**config.mk**
```make
export PLATFORM = sky130hd
export DESIGN_NAME = ifetch
export DESIGN_NICKNAME = d
export VERILOG_FILES = /design/src/rtl/ifetch_pkg.sv /design/src/rtl/fetch_buf.sv /design/src/rtl/ifetch.sv
export SDC_FILE = /design/constraint.sdc
export NUM_CORES = 1
export LEC_CHECK = 0
export CORE_MARGIN = 3
export CORE_UTILIZATION = 40
export DETAILED_ROUTE_END_ITERATION = 10
export REMOVE_ABC_BUFFERS = 1
export SETUP_SLACK_MARGIN = 0.2
export SLEW_MARGIN = 20
export SYNTH_ARGS = -nofsm -noshare
export SYNTH_HDL_FRONTEND = slang
export SYNTH_SLANG_ARGS = --single-unit
export TNS_END_PERCENT = 50
```
**constraint.sdc**
```tcl
create_clock -name clk_i -period 4.92 [get_ports clk_i]
set_clock_uncertainty 0.05 [all_clocks]
set_input_delay 1.476 -clock clk_i [delete_from_list [all_inputs] [get_ports clk_i]]
set_output_delay 1.476 -clock clk_i [all_outputs]
set_load 0.02 [all_outputs]
```
**src/rtl/ifetch_pkg.sv**
```systemverilog
// rtl/ifetch_pkg.sv - shared reset PC, buffer depth and FSM encoding for the fetch unit
package ifetch_pkg;

    localparam logic [31:0] PC_RESET  = 32'h0000_0000;
    localparam int          BUF_DEPTH = 2;

    typedef enum logic [1:0] {
        ST_RESET = 2'd0,
        ST_REQ   = 2'd1,
        ST_WAIT  = 2'd2,
        ST_FULL  = 2'd3
    } state_t;

    function automatic logic [31:0] align_pc(input logic [31:0] pc);
        return {pc[31:2], 2'b00};
    endfunction

endpackage

```
**src/rtl/fetch_buf.sv**
```systemverilog
// rtl/fetch_buf.sv - two-entry in-order instruction/PC FIFO with flush
module fetch_buf (
    input  logic        clk_i,
    input  logic        rstn_i,
    input  logic        push_i,
    input  logic [31:0] push_instr_i,
    input  logic [31:0] push_pc_i,
    input  logic        pop_i,
    input  logic        flush_i,
    output logic [1:0]  count_o,
    output logic [31:0] head_instr_o,
    output logic [31:0] head_pc_o
);

    logic [31:0] instr_q [2];
    logic [31:0] pc_q    [2];
    logic        wr_ptr_q;
    logic        rd_ptr_q;
    logic [1:0]  count_q;
    logic        do_push;
    logic        do_pop;

    assign do_pop  = pop_i && (count_q != 2'd0);
    // A push into a full buffer is only legal when the head leaves in the same cycle.
    assign do_push = push_i && ((count_q != 2'd2) || do_pop);

    always_ff @(posedge clk_i or negedge rstn_i) begin
        if (!rstn_i) begin
            instr_q[0] <= 32'h0;
            instr_q[1] <= 32'h0;
            pc_q[0]    <= 32'h0;
            pc_q[1]    <= 32'h0;
            wr_ptr_q   <= 1'b0;
            rd_ptr_q   <= 1'b0;
            count_q    <= 2'd0;
        end else if (flush_i) begin
            wr_ptr_q <= 1'b0;
            rd_ptr_q <= 1'b0;
            count_q  <= 2'd0;
        end else begin
            if (do_push) begin
                instr_q[wr_ptr_q] <= push_instr_i;
                pc_q[wr_ptr_q]    <= push_pc_i;
                wr_ptr_q          <= ~wr_ptr_q;
            end
            if (do_pop) begin
                rd_ptr_q <= ~rd_ptr_q;
            end
            count_q <= count_q + 2'(do_push) - 2'(do_pop);
        end
    end

    assign count_o      = count_q;
    assign head_instr_o = instr_q[rd_ptr_q];
    assign head_pc_o    = pc_q[rd_ptr_q];

endmodule

```
**src/rtl/ifetch.sv**
```systemverilog
// rtl/ifetch.sv - instruction fetch: single-outstanding memory requests feeding a two-entry buffer
module ifetch
    import ifetch_pkg::*;
#(
    parameter logic [31:0] RESET_PC = PC_RESET
) (
    input  logic        clk_i,
    input  logic        rstn_i,
    output logic        mem_req_o,
    output logic [31:0] mem_addr_o,
    input  logic        mem_gnt_i,
    input  logic        mem_rvalid_i,
    input  logic [31:0] mem_rdata_i,
    output logic        instr_valid_o,
    output logic [31:0] instr_o,
    output logic [31:0] instr_pc_o,
    input  logic        instr_ready_i,
    input  logic        redirect_i,
    input  logic [31:0] redirect_pc_i
);

    localparam logic [31:0] START_PC = align_pc(RESET_PC);

    state_t      state_q;
    state_t      state_d;
    logic [31:0] fetch_pc_q;
    logic [31:0] fetch_pc_d;
    logic [31:0] req_pc_q;
    logic [31:0] req_pc_d;
    logic        discard_q;
    logic        discard_d;
    logic        buf_push;
    logic        buf_pop;
    logic [1:0]  buf_count;

    assign instr_valid_o = (buf_count != 2'd0);
    assign buf_pop       = instr_valid_o && instr_ready_i && !redirect_i;

    always_ff @(posedge clk_i or negedge rstn_i) begin
        if (!rstn_i) begin
            state_q    <= ST_RESET;
            fetch_pc_q <= START_PC;
            req_pc_q   <= START_PC;
            discard_q  <= 1'b0;
        end else begin
            state_q    <= state_d;
            fetch_pc_q <= fetch_pc_d;
            req_pc_q   <= req_pc_d;
            discard_q  <= discard_d;
        end
    end

    always_comb begin
        state_d    = state_q;
        fetch_pc_d = fetch_pc_q;
        req_pc_d   = req_pc_q;
        discard_d  = discard_q;
        mem_req_o  = 1'b0;
        mem_addr_o = fetch_pc_q;
        buf_push   = 1'b0;

        case (state_q)
            ST_RESET: state_d = ST_REQ;
            ST_REQ: begin
                mem_req_o = 1'b1;
                if (mem_gnt_i) begin
                    req_pc_d   = fetch_pc_q;
                    fetch_pc_d = fetch_pc_q + 32'd4;
                    state_d    = ST_WAIT;
                end
            end
            ST_WAIT: begin
                if (mem_rvalid_i) begin
                    discard_d = 1'b0;
                    buf_push  = !discard_q;
                    if (!discard_q && ((buf_count + 2'd1 - 2'(buf_pop)) == 2'(BUF_DEPTH))) begin
                        state_d = ST_FULL;
                    end else begin
                        state_d = ST_REQ;
                    end
                end
            end
            ST_FULL: begin
                if (buf_pop) begin
                    state_d = ST_REQ;
                end
            end
            default: state_d = ST_RESET;
        endcase

        // A redirect wins over everything; if a response is still owed we wait it out and drop it.
        if (redirect_i) begin
            fetch_pc_d = align_pc(redirect_pc_i);
            buf_push   = 1'b0;
            if ((state_q == ST_WAIT && !mem_rvalid_i) || (state_q == ST_REQ && mem_gnt_i)) begin
                state_d   = ST_WAIT;
                discard_d = 1'b1;
            end else begin
                state_d   = ST_REQ;
                discard_d = 1'b0;
            end
        end
    end

    fetch_buf u_buf (
        .clk_i        (clk_i),
        .rstn_i       (rstn_i),
        .push_i       (buf_push),
        .push_instr_i (mem_rdata_i),
        .push_pc_i    (req_pc_q),
        .pop_i        (buf_pop),
        .flush_i      (redirect_i),
        .count_o      (buf_count),
        .head_instr_o (instr_o),
        .head_pc_o    (instr_pc_o)
    );

endmodule
```
==> impl_metrics.py, run 1 <==
metrics = {
    "outcome": {
        "outcome": "completed",
    },
    "clock_tree": {
        "cts_made_buffers": 17,
        "postCtsSetupRepairBufs": 0,
        "cts_hold_buf": 0,
        "cts-htree-levels": 4,
        "post_cts_resized": 0,
        "clkTransAtPathRegs_ns": 0.08,
        "cts_root_buffer": "clkbuf_16",
        "worstSkewPairLatency_ns": 0.43,
        "cts_tree": "yes",
        "cts.path.max_buffers": 2,
        "clock-sinks": 191,
    },
    "grt": {
        "grt_pass1_wl_mm": 32.5,
        "grt.overflow.total": 0,
        "grt_max_degree": 104,
        "grt_pass1_vias": 6178,
        "antenna_found_initial": 0,
        "track_usage": 0.171,
    },
    "synthesis": {
        "ys_warn_count": 0,
        "dominantRegCellSynth": "dfrtp_1",
        "netlist_area_um2": 8680,
        "synth-edff-count": 0,
        "ys_async_sr_fraction": 1.00,
        "avgSynthCellArea_um2": 13.1,
        "seq_area_frac_synth": 0.551,
        "netlist_instances": 660,
        "ys_seq_elements": 191,
        "yosysUniqueCellTypes": 41,
    },
    "power": {
        "intPower_w": 0.00367,
        "p_clk_frac": 0.245,
        "p_comb_frac": 0.337,
        "p_per_area_nw_per_um2": 484,
        "swShare": 0.316,
        "ir_drop_mv": 0.239,
        "power_w": 0.00538,
        "p_sw_w": 0.00170,
        "seqPwrFrac": 0.417,
        "total_leakage_power_nw": 4.92,
    },
    "sta": {
        "worst_slew_pin_slew_ns": 1.01,
        "finalCritPeriodShare": 0.832,
        "min_period_ns": 4.09,
        "finalSetupViolCount": 0,
        "holdWs_ns": 0.450,
        "rsz0062_at_grt": "false",
        "fmax_mhz": 244,
        "drv_slew": 0,
        "hold_violations": 0,
        "max_slew_margin": 0.329,
    },
    "final_layout": {
        "final_cell_mix": "213 x mux2_2, 190 x dfrtp_1, 160 x clkdlybuf4s50_1, 30 x nand2_1, 22 x nor2_1",
        "n_antenna_cell": 0,
        "fin_cells": 1097,
        "n_fill_cell": 1808,
        "drive_gt1_frac": 0.322,
        "syn_to_final_growth_pct": 28.1,
        "layout_commonest_cell": "mux2_2",
        "layout.nets": 887,
    },
    "drt": {
        "met3_length_mm": 1.19,
        "drt_iter0_markers": 214,
        "drtPass1Iterations": 4,
        "wl_met1_mm": 9.15,
        "ant_nets": 0,
        "drcViolationCount": 0,
        "met2WireLength_mm": 9.46,
        "vias_per_cell": 5.23,
        "wl_per_cell_um": 18.2,
        "dr.max_layer_used": "met4",
        "wirelength_mm": 20.0,
        "vias": 5733,
    },
    "place": {
        "numPortBuffers": 161,
        "finalWeightedCongestion": 0.768,
        "placedCellCount": 1065,
        "hpwl_mm": 13.3,
    },
    "setup_path": {
        "reg2regPathDepth": 6,
        "arrival_ns": 2.57,
        "cp.required_ns": 3.39,
        "cp_slowest_stage_delay_ns": 1.07,
        "cp_max_fo": 63,
        "path_depth": 2,
        "crit_buf_inv": 1,
        "crit_chain": "mux2_2 > clkdlybuf4s50_1",
        "r2r-end": "u_buf.instr_q[28]$_DFFE_PN0P_",
        "startpoint_type": "flip-flop",
        "path_delay_family": "flip-flops",
        "worstReg2RegStart": "state_q[0]$_DFFE_PN0P_",
        "end_kind": "primary output",
        "crit_type": "reg2out",
        "crit_path_start": "u_buf.rd_ptr_q$_DFFE_PN0P_",
        "cp-endpoint": "instr_o[17]",
        "reg2reg_setup_slack_ns": 2.11,
        "crit_slowest_cell": "dfrtp_4",
    },
    "floorplanning": {
        "start_util": 0.410,
        "design.die.area_um2": 23500,
        "dieHeight_um": 153,
        "io_pins": 168,
        "coreArea_um2": 21200,
        "die_x_um": 153,
        "fp-row-count": 53,
    },
    "flow_run": {
        "maxCapViolCount": 0,
    },
    "worst_hold_path": {
        "hp-class": "reg2reg",
    },
}
-- worst min-delay path by stage --
stage | start | to | slack, ns | cells after the start
after floorplan | req_pc_q[15]$_DFFE_PN0P_ | req_pc_q[15]$_DFFE_PN0P_ | 0.41 | 2
after global placement | req_pc_q[15]$_DFFE_PN0P_ | req_pc_q[15]$_DFFE_PN0P_ | 0.43 | 2
after detailed placement | u_buf.pc_q[27]$_DFFE_PN0P_ | u_buf.pc_q[27]$_DFFE_PN0P_ | 0.44 | 1
after CTS | u_buf.instr_q[19]$_DFFE_PN0P_ | u_buf.instr_q[19]$_DFFE_PN0P_ | 0.46 | 1
after global routing | u_buf.pc_q[22]$_DFFE_PN0P_ | u_buf.pc_q[22]$_DFFE_PN0P_ | 0.46 | 1
final | u_buf.pc_q[22]$_DFFE_PN0P_ | u_buf.pc_q[22]$_DFFE_PN0P_ | 0.45 | 1
-- metal layers --
metal,vias to the layer above,global-route usage
li1,2670,-
met1,2901,0.226
met2,147,0.284
met3,15,0.0445
met4,0,0.0390
met5,-,0
-- synth_stat cells (2+ instances only) --
cell / n / area share
mux2_2: 213 / 0.28
dfrtp_1: 191 / 0.55
nand2_1: 32 / 0.014
clkbuf_1: 22 / 0.0095
nor2_1: 22 / 0.0095
o21ai_0: 19 / 0.011
a31oi_1: 15 / 0.011
nand3_1: 14 / 0.0081
or4_1: 12 / 0.010
inv_1: 11 / 0.0048
o31ai_1: 11 / 0.0095
xnor2_1: 10 / 0.010
nand4_1: 9 / 0.0065
ha_1: 8 / 0.012
buf_2: 7 / 0.0040
buf_1: 6 / 0.0026
nor4_1: 6 / 0.0043
xor2_1: 5 / 0.0050
buf_4: 4 / 0.0035
nand2b_1: 4 / 0.0029
or3_2: 4 / 0.0035
a21oi_1: 3 / 0.0017
and3_1: 3 / 0.0022
mux2i_1: 3 / 0.0035
nor3_1: 3 / 0.0017
a21o_1: 2 / 0.0017
a311o_1: 2 / 0.0023
and4_1: 2 / 0.0020
buf_6: 2 / 0.0026
nor2b_1: 2 / 0.0014
o31a_1: 2 / 0.0020
or3_1: 2 / 0.0014
-- stage by stage --
step           area, µm²  utilization  TNS [ns]  worst slack (ns)
3_5_place_dp       10500        0.498         0             0.950
5_1_grt            11100        0.525         0             0.687
3_3_place_gp       10500        0.498         0             0.993
6_report           11100        0.525         0             0.829
4_1_cts            11100        0.525         0             0.763
2_1_floorplan       8500            -    -25.33            -0.409
-- layout make-up --
| type | count | area, µm² | area share |
|---|---|---|---|
| clock buffers | 19 | 453 | 0.0408 |
| clock inverters | 13 | 119 | 0.0107 |
| inverters | 11 | 41.3 | 0.00371 |
| multi-input cells | 420 | 3690 | 0.332 |
| flip-flops and latches | 191 | 4780 | 0.430 |
| well taps | 275 | 344 | 0.0310 |
| repair buffers | 168 | 1680 | 0.151 |
-- sequential cells by signal (all words and copies together), names as in the netlist --
name	count
discard_q	1
mem_addr_o	30
req_pc_q	30
state_q	2
u_buf.count_o	2
u_buf.instr_q	64
u_buf.pc_q	60
u_buf.rd_ptr_q	1
u_buf.wr_ptr_q	1
-- cell families after synthesis --
family,after synthesis,share of synthesized area
AOI/OAI and AO/OA,56,0.0411
xor gates and xnor gates,15,0.0151
adders and majority gates,8,0.0115
buffers and inverters,52,0.0270
DFF,191,0.551
muxes,216,0.280
other,1,0.000432
and+or+nand+nor,121,0.0743
-- power groups by stage --
stage	Combinational, W	Sequential [W]	Clock (W)
final	0.00181	0.00224	0.00132
after global routing	0.00194	0.00231	0.00143
after detailed placement	0.00183	0.00228	0
after CTS	0.00184	0.00225	0.00136
after global placement	0.00180	0.00224	0
after floorplan	0.00106	0.00221	0
Power figures use the tool's default switching activity.
==> run 2, diff against run 1 <==
==> constraint.sdc (replaced) <==
create_clock -name clk_i -period 4 [get_ports clk_i]
set_clock_uncertainty 0.05 [all_clocks]
set_input_delay 1.2 -clock clk_i [delete_from_list [all_inputs] [get_ports clk_i]]
set_output_delay 1.2 -clock clk_i [all_outputs]
set_load 0.02 [all_outputs]
==> run 2 against run 1 <==
Clock power rose by 20%. Count of clock-buffer cells in the layout did not move. Worst setup slack got worse by 0.49 ns. Combinational power rose by 25%. Register-to-register slack got worse by 0.71 ns. Total power rose by 23%. Hold slack barely moved. First-iteration DRC count rose by 39%. Flip-flop and latch count did not move.
==> impl_metrics.py, run 2 (synthesis gave the netlist of run 1 again) <==
metrics = {
    "outcome": {
        "outcome": "completed",
    },
    "grt": {
        "antenna_found_initial": 0,
        "grt.overflow.total": 0,
        "grt_pass1_vias": 6153,
        "grt_max_degree": 100,
        "grt_pass1_wl_mm": 32.7,
        "track_usage": 0.173,
    },
    "sta": {
        "max_slew_margin": 0.447,
        "drv_slew": 0,
        "setup_ws_ns": 0.342,
        "rsz0062_at_grt": "false",
        "fmax_mhz": 273,
        "tns_ns": 0,
        "worst_slew_pin_slew_ns": 0.822,
        "finalSetupViolCount": 0,
        "finalCritPeriodShare": 0.914,
        "hold_violations": 0,
        "min_period_ns": 3.66,
    },
    "clock_tree": {
        "cts.path.max_buffers": 2,
        "cts_tree": "yes",
        "cts_made_buffers": 17,
        "postCtsSetupRepairBufs": 0,
        "post_cts_resized": 0,
        "clkTransAtPathRegs_ns": 0.07,
        "cts_root_buffer": "clkbuf_16",
        "cts-htree-levels": 4,
        "clock-sinks": 191,
        "worstSkewPairLatency_ns": 0.42,
        "cts_hold_buf": 0,
    },
    "final_layout": {
        "drive_gt1_frac": 0.325,
        "fin_cells": 1103,
        "n_fill_cell": 1806,
        "layout.nets": 893,
        "largest_register": "u_buf.instr_q",
        "largest_reg_flops": 64,
        "syn_to_final_growth_pct": 28.6,
        "layout_commonest_cell": "mux2_2",
        "final_cell_mix": "213 x mux2_2, 190 x dfrtp_1, 160 x clkdlybuf4s50_1, 30 x nand2_1, 22 x nor2_1",
        "fin_area_um2": 11200,
        "reg.largest.list": "u_buf.instr_q (64), u_buf.pc_q (60)",
        "n_antenna_cell": 0,
    },
    "floorplanning": {
        "coreArea_um2": 21200,
        "fp-row-count": 53,
        "dieHeight_um": 153,
        "start_util": 0.410,
        "io_pins": 168,
        "die_x_um": 153,
        "design.die.area_um2": 23500,
    },
    "setup_path": {
        "arrival_ns": 2.41,
        "cp_max_fo": 23,
        "crit_slowest_cell": "dfrtp_4",
        "cp_slowest_stage_delay_ns": 0.72,
        "cp.required_ns": 2.75,
        "end_kind": "primary output",
        "crit_type": "reg2out",
        "crit_chain": "buf_4 > mux2_2 > clkdlybuf4s50_1",
        "startpoint_type": "flip-flop",
        "crit_path_start": "u_buf.rd_ptr_q$_DFFE_PN0P_",
        "worstReg2RegStart": "state_q[0]$_DFFE_PN0P_",
    },
    "drt": {
        "wl_per_cell_um": 18.5,
        "wirelength_mm": 20.4,
        "drcViolationCount": 0,
        "drt_iter0_markers": 298,
        "drtPass1Iterations": 4,
        "ant_nets": 0,
        "vias_per_cell": 5.21,
        "vias": 5750,
    },
    "place": {
        "dpl_cell_area_um2": 10600,
        "hpwl_mm": 13.8,
        "preCtsSetupSlack_ns": 0.512,
        "finalWeightedCongestion": 0.778,
        "numPortBuffers": 161,
        "placedCellCount": 1071,
    },
    "worst_hold_path": {
        "hp-class": "reg2reg",
        "hp-start": "req_pc_q[15]$_DFFE_PN0P_",
    },
    "power": {
        "p_per_area_nw_per_um2": 591,
        "power_w": 0.00660,
        "ir_drop_mv": 0.321,
        "total_leakage_power_nw": 4.94,
    },
    "flow_run": {
        "maxCapViolCount": 0,
    },
}
==> run 2: cell types whose count changed in the layout (fill, tap and decap cells not counted), moves of 2 or more <==
cell,previous run,this run
clkinv_2,1,5
clkbuf_1,0,2
buf_4,6,10
inv_6,7,2
buf_12,1,3
clkbuf_8,3,1
==> run 2: layout make-up <==
| class | count | area (µm²) | share of cell area |
|---|---|---|---|
| Clock inverter | 13 | 116 | 0.0104 |
| Tap cell | 275 | 344 | 0.0308 |
| Clock buffer | 19 | 433 | 0.0388 |
| Timing Repair Buffer | 174 | 1750 | 0.157 |
| Sequential cell | 191 | 4780 | 0.429 |
| Multi-Input combinational cell | 420 | 3690 | 0.331 |
| Inverter | 11 | 41.3 | 0.00370 |
==> run 2: critical path: cells and delay by family, from the launching register on <==
kind     cells  cell delay [ns]
buf+inv      2             0.87
flops        1             0.72
mux          1             0.38
==> run 2: power breakdown <==
group / internal (W) / switching [W] / total, W
Combinational: 0.00125 / 0.00101 / 0.00226
Clock: 0.000863 / 0.000728 / 0.00159
Sequential: 0.00243 / 0.000323 / 0.00275
Total: 0.00454 / 0.00206 / 0.00660
==> run 2: final timing paths <==
path	depth (start not counted)	to	slack (ns)
setup reg to reg	7	u_buf.instr_q[57]$_DFFE_PN0P_	1.40
setup / recovery	3	instr_pc_o[9]	0.34
hold reg to reg	2	req_pc_q[15]$_DFFE_PN0P_	0.45
min in group asynchronous	1	u_buf.instr_q[22]$_DFFE_PN0P_	0.80
max in group asynchronous	2	u_buf.pc_q[12]$_DFFE_PN0P_	2.11
hold / removal	2	req_pc_q[15]$_DFFE_PN0P_	0.45
==> run 2: stage by stage <==
step / hold slack [ns] / utilization
floorplan: 0.412 / -
global placement: 0.431 / 0.502
detailed placement: 0.437 / 0.502
CTS: 0.452 / 0.528
global route: 0.461 / 0.528
finish: 0.450 / 0.528
==> run 2: routing by layer <==
layer	track usage	share of wire	up-vias
met4	0.0420	0.011	0
met1	0.234	0.46	2906
li1	-	-	2686
met5	0	0	-
met3	0.0450	0.059	16
met2	0.280	0.47	142
==> variant: new RTL, flow settings as in run 2 <==
Re-encode `state_t` (4 states) as one-hot, 4 bits wide.
--- a/src/rtl/ifetch_pkg.sv
+++ b/src/rtl/ifetch_pkg.sv
@@ -6,7 +6,7 @@
 
-    typedef enum logic [1:0] {
-        ST_RESET = 2'd0,
-        ST_REQ   = 2'd1,
-        ST_WAIT  = 2'd2,
-        ST_FULL  = 2'd3
+    typedef enum logic [3:0] {
+        ST_RESET = 4'b0001,
+        ST_REQ   = 4'b0010,
+        ST_WAIT  = 4'b0100,
+        ST_FULL  = 4'b1000
     } state_t;
Check against the original RTL: no difference found for any inputs over 4 cycles, from zero or initial values and one cycle with rstn_i low; so few cycles prove little.
==> variant against run 2 <==
Cell area rose by 1.2%; sequential cell count increased by 2; global-route usage grew 0.72 points; die area is 0.57% higher; worst setup slack better by 62 ps; cell count is 0.73% higher; synthesized area rose by 0.59%; wire length grew 3.1%; clock power increased by 6%; sequential power decreased by 2%; synthesized cell count rose by 1.2%; count of clock-buffer cells in the layout fell by 1; power shrank 2.9%; critical path type unchanged; largest cell class unchanged; largest power group unchanged; highest routed layer unchanged.
==> variant: results (changes against run 2) <==
- Status: complete, no violations
- Filler Cells Inserted: 1859 (+2.9%)
- Worst-path clk slew: 70 ps (about the same)
- WHS: 452 ps (+1.65 ps)
- Worst Tran Pin Value: 633 ps (-189 ps)
- Critical path's slowest cell: dfrtp_2
- Reg2reg setup slack: 1190 ps (-210 ps)
- Post-Route WL: 21000 um (+3.1%)
- Reg2Reg Depth: 4 (-3)
- Critical Path AT: 2350 ps (-60 ps)
- First-pass GRT wire length: 34300 um (+4.8%)
- Worst hold stages: 1 (-1)
- Root buf cell: clkbuf_16
- WL met2: 10300 um (+8.1%)
- Fin nets: 897 (+0.45%)
- Share of layout cells above drive strength 1: 32.1% (-0.43 points)
- Post-synth top cells: mux2_2, dfrtp_1, nand2_1
- Post-route met1 wirelength: 9660 um (+2.4%)
- Met3 WL: 874 um (-27%)
- DR top layer: met4
- Hold Path Sink: u_buf.pc_q[21]
- GPL Wtd Cong: 0.787 (+1.2%)
- Largest net degree at the start of global routing: 85 (-15%)
- Worst ir drop on vdd: 0.254 mV (-21%)
- Worst r2r src: state_q[3]
- Netlist cell types: 47 (+15%)
- Leak: 5.04 nW (+1.8%)
- Post-detailed-placement half-perimeter wirelength: 14200 um (+2.6%)
- First-pass iteration count of the detailed router: 6 (+2)
- Initial DRC count: 329 (+10%)
- Post-Syn Instances: 668 (+1.2%)
- Critical Path Fanout Max: 25 (+8.7%)
- DR vias/cell: 5.32 (+2.1%)
- Largest delay share family, worst path: buffers and inverters
- Worst Min Path Start: u_buf.pc_q[21]
- Top cells by area, synth: dfrtp_1, mux2_2, o21ai_0
- Vias in the first global route: 6379 (+3.7%)
- Tot GR Track Use: 18.0% (+0.72 points)
- Post-synthesis sequential area ratio: 55.3% (+0.26 points)
==> variant: metal layers <==
metal,up-vias,GRT usage (%)
li1,2739,-
met1,3015,24.3
met2,141,30.4
met3,16,3.63
met4,0,3.91
met5,-,0
==> variant: per-stage QoR <==
step / area, um2 / power (mW) / instances / worst slack [ps] / TNS, ps
global route: 11300 / 6.75 / 1111 / 301 / 0
floorplan: 8550 / 3.85 / 629 / -1000 / -62560
detailed placement: 10700 / 4.78 / 1079 / 194 / 0
global placement: 10700 / 4.70 / 1079 / 234 / 0
finish: 11300 / 6.41 / 1111 / 404 / 0
CTS: 11300 / 6.49 / 1111 / 339 / 0
==> variant: worst register-to-register path, delay by kind of cell (launching register included) <==
| kind | cells | cell delay (ps) |
|---|---|---|
| AOI/OAI and AO/OA | 1 | 180 |
| DFF | 1 | 430 |
| and+or+nand+nor | 3 | 2080 |
==> variant: worst max-delay path by stage <==
stage | from | endpoint | slack, ps
after floorplan | redirect_i | u_buf.instr_q[32] | -1000
after global placement | mem_gnt_i | mem_addr_o[26] | 230
after detailed placement | mem_gnt_i | mem_addr_o[24] | 190
after CTS | u_buf.rd_ptr_q | instr_pc_o[11] | 340
after global routing | u_buf.rd_ptr_q | instr_pc_o[16] | 300
final | u_buf.rd_ptr_q | instr_pc_o[13] | 400
==> variant: power breakdown <==
part	total, mW	switching [mW]	internal [mW]
Sequential	2.70	0.303	2.40
Clock	1.69	0.790	0.897
Combinational	2.02	0.912	1.10
Total	6.41	2.01	4.40
==> variant: layout make-up <==
cell class / count / area share [%]
inverters: 10 / 0.332
repair buffers: 175 / 15.9
clock buffers: 18 / 3.89
flip-flops and latches: 193 / 42.8
multi-input cells: 426 / 32.8
well taps: 275 / 3.05
clock inverters: 14 / 1.29
==> variant: cell families after synthesis <==
| logic type | synth area share [%] |
|---|---|
| and+or+nand+nor | 8.03 |
| DFF | 55.3 |
| AOI/OAI and AO/OA | 4.67 |
| muxes | 27.3 |
| adders and majority gates | 0.573 |
| buffers and inverters | 2.61 |
| xor gates and xnor gates | 1.40 |
| other | 0.0430 |
